==> src/rtl/pipe_hazard_ctrl.sv <==
// Hazard/interlock controller beside decode: writer table, youngest-first forwarding,
// load-use stall, freeze on memory wait, flush bubbles. HAZ_PERF_EN adds stall/flush counters.
module pipe_hazard_ctrl #(
    parameter int STAGES     = 2,
    parameter int LOAD_STAGE = 2,
    parameter int REG_AW     = 5,
    parameter int CNT_W      = 16,
    localparam int SW        = $clog2(STAGES + 1)
) (
    input  logic              clk,
    input  logic              reset,
    input  logic              id_valid,
    input  logic [REG_AW-1:0] id_rs1,
    input  logic [REG_AW-1:0] id_rs2,
    input  logic              id_rs1_used,
    input  logic              id_rs2_used,
    input  logic [REG_AW-1:0] id_rd,
    input  logic              id_reg_wr,
    input  logic              id_is_load,
    input  logic              br_flush,
    input  logic              mem_busy,
    output logic [SW-1:0]     fwd1_sel,
    output logic [SW-1:0]     fwd2_sel,
    output logic              stall_id,
    output logic              freeze,
    output logic              inj_bubble,
    output logic [STAGES-1:0] stage_valid
`ifdef HAZ_PERF_EN
    ,
    output logic [CNT_W-1:0]  stall_cnt,
    output logic [CNT_W-1:0]  flush_cnt
`endif
);

    if (STAGES < 1 || STAGES > 7 || LOAD_STAGE < 1 || LOAD_STAGE > STAGES || CNT_W < 1) begin : g_param_err
        $error("pipe_hazard_ctrl: illegal STAGES/LOAD_STAGE/CNT_W");
    end

    // Index p-1 holds position p (position 1 = youngest).
    logic [STAGES-1:0]             vld_q, vld_d;
    logic [STAGES-1:0]             ld_q, ld_d;
    logic [STAGES-1:0][REG_AW-1:0] rd_q, rd_d;
    logic                          hz1, hz2, new_vld;

    // Scan oldest to youngest so the youngest match is the last one written.
    always_comb begin
        logic rdy;
        rdy      = 1'b0;
        fwd1_sel = '0;
        fwd2_sel = '0;
        hz1      = 1'b0;
        hz2      = 1'b0;
        for (int p = STAGES; p >= 1; p--) begin
            rdy = !ld_q[p-1] || (p >= LOAD_STAGE);
            if (id_rs1_used && id_rs1 != '0 && vld_q[p-1] && rd_q[p-1] == id_rs1) begin
                fwd1_sel = rdy ? SW'(p) : '0;
                hz1      = !rdy;
            end
            if (id_rs2_used && id_rs2 != '0 && vld_q[p-1] && rd_q[p-1] == id_rs2) begin
                fwd2_sel = rdy ? SW'(p) : '0;
                hz2      = !rdy;
            end
        end
    end

    assign freeze      = mem_busy;
    assign stall_id    = id_valid && !br_flush && (hz1 || hz2);
    assign inj_bubble  = !freeze && (stall_id || br_flush || !id_valid);
    assign new_vld     = id_valid && id_reg_wr && (id_rd != '0) && !stall_id && !br_flush;
    assign stage_valid = vld_q;

    always_comb begin
        vld_d = vld_q;
        ld_d  = ld_q;
        rd_d  = rd_q;
        if (!freeze) begin
            for (int p = STAGES - 1; p >= 1; p--) begin
                vld_d[p] = vld_q[p-1];
                ld_d[p]  = ld_q[p-1];
                rd_d[p]  = rd_q[p-1];
            end
            vld_d[0] = new_vld;
            ld_d[0]  = id_is_load;
            rd_d[0]  = id_rd;
        end
    end

    always_ff @(posedge clk or negedge reset) begin
        if (!reset) begin
            vld_q <= '0;
            ld_q  <= '0;
            rd_q  <= '0;
        end else begin
            vld_q <= vld_d;
            ld_q  <= ld_d;
            rd_q  <= rd_d;
        end
    end

`ifdef HAZ_PERF_EN
    logic [CNT_W-1:0] stall_cnt_q, stall_cnt_d, flush_cnt_q, flush_cnt_d;

    // Saturating; a frozen cycle is not a counted event.
    always_comb begin
        stall_cnt_d = stall_cnt_q;
        flush_cnt_d = flush_cnt_q;
        if (!freeze) begin
            if (stall_id && stall_cnt_q != '1) stall_cnt_d = stall_cnt_q + 1'b1;
            if (br_flush && flush_cnt_q != '1) flush_cnt_d = flush_cnt_q + 1'b1;
        end
    end

    always_ff @(posedge clk or negedge reset) begin
        if (!reset) begin
            stall_cnt_q <= '0;
            flush_cnt_q <= '0;
        end else begin
            stall_cnt_q <= stall_cnt_d;
            flush_cnt_q <= flush_cnt_d;
        end
    end

    assign stall_cnt = stall_cnt_q;
    assign flush_cnt = flush_cnt_q;
`endif

endmodule

==> config.mk <==
export PLATFORM = sky130hd
export DESIGN_NAME = pipe_hazard_ctrl
export DESIGN_NICKNAME = d
export VERILOG_FILES = /design/src/rtl/pipe_hazard_ctrl.sv
export SDC_FILE = /design/constraint.sdc
export NUM_CORES = 1
export LEC_CHECK = 0
export ABC_CLOCK_PERIOD_IN_PS = 1560
export BUFFER_PORTS_ARGS = -buffer_cell sky130_fd_sc_hd__buf_2
export CAP_MARGIN = 10
export CORE_MARGIN = 2
export CORE_UTILIZATION = 47
export DETAILED_ROUTE_END_ITERATION = 6
export HOLD_SLACK_MARGIN = 0.02
export PLACE_DENSITY_LB_ADDON = 0.3
export SYNTH_ARGS = -nofsm -noshare
export SYNTH_HDL_FRONTEND = slang
export SYNTH_SLANG_ARGS = --single-unit
export TNS_END_PERCENT = 10
==> constraint.sdc <==
create_clock -name clk -period 1.56 [get_ports clk]
set_input_delay 0.234 -clock clk [delete_from_list [all_inputs] [get_ports clk]]
set_output_delay 0.234 -clock clk [all_outputs]
set_load 0.02 [all_outputs]
== Yosys cells after proc, flatten, opt, wreduce, memory -nomap -nowiden ==
Index checks and enable logic that the tools add are counted.

* Flip-flop bits (word level): 13
* Latch bits: 0
* Memory bits (writable): 0
* Bits in read-only memories: 0
* Bits of input ports: 24
* Word-level logic and storage cells: 42
* Memories kept: 0

* Add/subtract/negate cells: 0
* Multipliers: 0
* Div/mod/pow operators: 0
* $lt $le $gt $ge: 0
* Equal/unequal tests: 4
* Shifts and indexed selects: 0
* Mux-type cells: 7
* Bitwise logic cells: 0
* Reductions and logical operators: 27

{| class="wikitable"
|+ Operator list
! cell !! number
|-
| equality test 5 bit || 4
|-
| logical AND 1 bit || 17
|-
| nonzero test 5 bit || 3
|-
| 2-to-1 mux 2 bit || 4
|-
| zero test 1 bit || 4
|-
| logical OR 1 bit || 3
|-
| 2-to-1 mux 1 bit || 3
|}

== Logic depth before layout (Yosys ltp) ==
* Word-level depth: 10
* Depth in mapped cells: 5
* Mapped depth without buffers: 5

== Worst setup path before layout ==
No wires, ideal clock.

* Path kind: reg-to-output
* Start: register rd_q[2] (netlist bit)
* End: output stall_id
* Arrival: 1555 ps
* Data required time: 1326 ps
* Setup slack: -229 ps
* Stages on the path, launching flop included: 6
* Path buffers: 0
* Path through: dfrtp_1 xnor2_1 nand4_1 nor3_1 o21ai_2 nor3b_1

* Word-level cells in the longest chain between the ends: 5
* Elaborated cells on any way between the ends: 8
* Those cells by class: eq/ne (2); mux (2); reduce/logical (4)

{| class="wikitable"
|+ Ends and longest elaborated chain
! what !! RTL line !! RTL
|-
| start: declaration || 42 || <nowiki>logic [STAGES-1:0][REG_AW-1:0] rd_q, rd_d;</nowiki>
|-
| start signal: assignment || 96 || <nowiki>rd_q <= rd_d;</nowiki>
|-
| equality test 5 bit, on equally long branches || 55, 59 ||
|-
| logical AND 1 bit, on equally long branches || 55, 59 ||
|-
| 2-to-1 mux 1 bit, on equally long branches || 55, 59 ||
|-
| logical OR 1 bit * || 67 || <nowiki>assign stall_id = id_valid && !br_flush && (hz1 || hz2);</nowiki>
|-
| logical AND 1 bit * || 67 ||
|-
| end: declaration || 24 || <nowiki>output logic stall_id,</nowiki>
|}

Mark *: on every way between the ends. The rest lies on a longest branch, timed or not.

== Worst setup path in the final report ==
* Start: register rd_q[1] (netlist bit)
* End: output stall_id

The elaborated chain is that of the path after synthesis.

==> summary.md <==
| Metric | Value |
|---|---|
| Placer Congestion | 0.832 |
| Die X | 46.0 um |
| Ys Warns | 0 |
| Crit end category | primary output |
| Yosys cell types | 21 |
| Rel. slew slack | 78.7% |
| Met1 Resource Use GR | 27.1% |
| IO buf count | 32 |
| Worst-Skew Late Latency | 0.26 ns |
| Initial antenna violation count | 0 |
| Die ar. | 2120 um^2 |
| Setup Skew | 0.000269 ns |
| Area growth syn-to-layout | 51.4% |
| Crit path kind | reg -> out |
| Met3 usage | 2.38% |
| Share of cells above drive strength 1 | 63.6% |
| Slew Limit Fails | 0 |
| Antenna fix cells | 0 |
| Vias in the first global route | 747 |
| Failing checks | negative setup slack |
| Ys flop type | dfrtp_1 |
| Max-Cap Viols | 0 |
| Pwr dens | 722 nW/um^2 |
| Synth Net Count | 98 |
| First-pass GRT wire length | 3.22 mm |
| CTS buffer count | 3 |
| WP data required | 1.33 ns |
| Gr ovfl total | 0 |
| Final setup violation count | 6 |
| Area contributors post-synth | dfrtp_1 39%, mux2_2 16%, xnor2_1 13%, xor2_1 8.4%, nor4_1 3.0% |
| CP Launch Type | flop |
| Clock sink total | 13 |
| Hpwl dp | 1.70 mm |
| Worst Hold Class | in -> reg |
| GR Util met2 | 38.6% |
| Rows | 15 |
| Global route hottest layer | met2 |
| Syn Inst Count | 74 |
| Unrepaired setup endpoints after global routing | true |
| Max Freq | 522 MHz |
| Synthesized area | 831 um^2 |
| Worst-path fanout max | 3 |
| Sequential-to-total area share from yosys stat | 39.2% |
| Initial Util | 49.2% |
| Final wirelength | 2.10 mm |
| Htree depth | 1 |
| Min cycle time layout | 1.92 ns |
| Clock root buffer | clkbuf_4 |
| Setup TNS | -1.68 ns |
| Synthesized area per cell | 11.2 um^2 |
| Yosys reg bits | 13 |
| Routed via count | 766 |
| Post-route ant nets | 0 |
| Final WS setup | -0.357 ns |
| IO Pins | 33 |
| Worst-Margin Slew | 0.319 ns |
| CTS tree | yes |
| CORE AREA | 1690 um^2 |
| 1st-iter DRT viols | 7 |
| Routed length per instance | 14.4 um |
| Post-synth EDFFs | 0 |
| # fillers | 130 |
| Clk buf depth | 2 |
| Clk slew on worst S/H paths | 0.07 ns |
| Fin. Hold Viols | 0 |
| Status | complete, but fails checks |
| Largest net degree at the start of global routing | 17 |
| Vias per cell | 5.25 |
| Async set-reset flop share out of synthesis | 100% |
| Final Net Count | 154 |
| Global Route Usage Sum | 21.7% |
| Worst ir drop on vdd | 547 uV |
| Die height | 46.0 um |
| DRC | 0 |
| Dominant cell type by area after synthesis | dfrtp_1 |
| Top-area cell type share of the netlist area | 39.2% |
| Cell area after layout | 1260 um^2 |
| P_leak | 0.000573 uW |
| Final period utilization | 123% |
| Area after DPL | 1180 um^2 |
| DR pass1 iterations | 4 |
| Worst Path Arrival | 1.68 ns |
## cells by family after synthesis
| logic type | after synthesis | synth area share, % |
|---|---|---|
| simple gates | 21 | 15.8 |
| xor+xnor | 20 | 21.1 |
| flops | 13 | 39.2 |
| mux | 12 | 16.3 |
| compound gates | 5 | 5.87 |
| buf+inv | 3 | 1.81 |
## state kept, by name, indices dropped and copies added, names as in the netlist
register     flops
ld_q             1
stage_valid      2
rd_q            10
## timing repair
action | in CTS | in global routing
hold endpoints to repair | 13 | 0
gates resized for setup | 6 | 3
endpoints found under the setup margin | 7 | 7
setup buffers | 1 | 0
hold buffers | 1 | 0
pin swaps | 7 | 1
## cells in the final DEF, fill, tap and decap left out, types with 2 or more instances in the layout
cell / n
o21ai_2: 2
or4_1: 2
xnor2_1: 10
nand2_1: 2
xor2_1: 8
dfrtp_1: 12
nor4_1: 3
nand4_1: 2
mux2_2: 12
buf_4: 24
clkbuf_4: 3
nand3_1: 2
buf_2: 28
nor3_2: 4
xnor2_2: 2
## synth_stat cells (2+ instances only)
cell	number
clkbuf_1	2
dfrtp_1	13
mux2_2	12
nand2_1	2
nand3_1	2
nand4_1	2
nor3_1	3
nor3b_1	2
nor4_1	4
o21ai_2	2
or4_1	2
xnor2_1	12
xor2_1	8
## area by class of cell
cell class | count | area (um^2) | share of cell area (%)
Multi-Input combinational cell | 58 | 542 | 43.1
Timing Repair Buffer | 54 | 342 | 27.2
Sequential cell | 13 | 327 | 26.0
Clock buffer | 4 | 26.3 | 2.09
Tap cell | 17 | 21.3 | 1.69
## per-layer routing
layer	share of wire (%)	vias up
li1	-	378
met1	42	363
met2	53	23
met3	4.0	2
met4	0.43	0
met5	0	-
## worst max-delay path, cell delays in order (launching register included)
cell and delay (ns):
dfrtp_2 0.45, xnor2_2 0.13, nand4_1 0.17, nor3_2 0.21, o21ai_2 0.13, nor3b_4 0.19, buf_6 0.14
## stage by stage
step / utilization, % / std cells / power (uW) / worst slack [ns] / hold slack (ns)
floorplan: - / 74 / 561 / -0.0585 / -0.0616
global placement: 69.7 / 140 / 685 / -0.285 / 0.127
detailed placement: 69.7 / 140 / 700 / -0.329 / 0.131
finish: 74.4 / 146 / 908 / -0.357 / 0.203
CTS: 73.5 / 146 / 908 / -0.383 / 0.194
global route: 74.4 / 146 / 962 / -0.512 / 0.203
## power by group
group          switching [uW]  internal (uW)
clock                    96.7           98.7
sequential               45.0            376
combinational             123            168
## path summary, 6_finish.rpt
check	end	startpoint	slack (ns)	cells past startpoint
setup reg to reg	stage_valid[0]	rd_q[1]	0.09	5
hold reg to reg	rd_q[8]	rd_q[8]	0.58	1
hold / removal	ld_q[0]	id_is_load	0.20	2
min in group asynchronous	rd_q[3]	reset	0.38	2
setup / recovery	stall_id	rd_q[1]	-0.36	6
max in group asynchronous	rd_q[1]	reset	0.94	2
(Power assumes the default switching activity.)
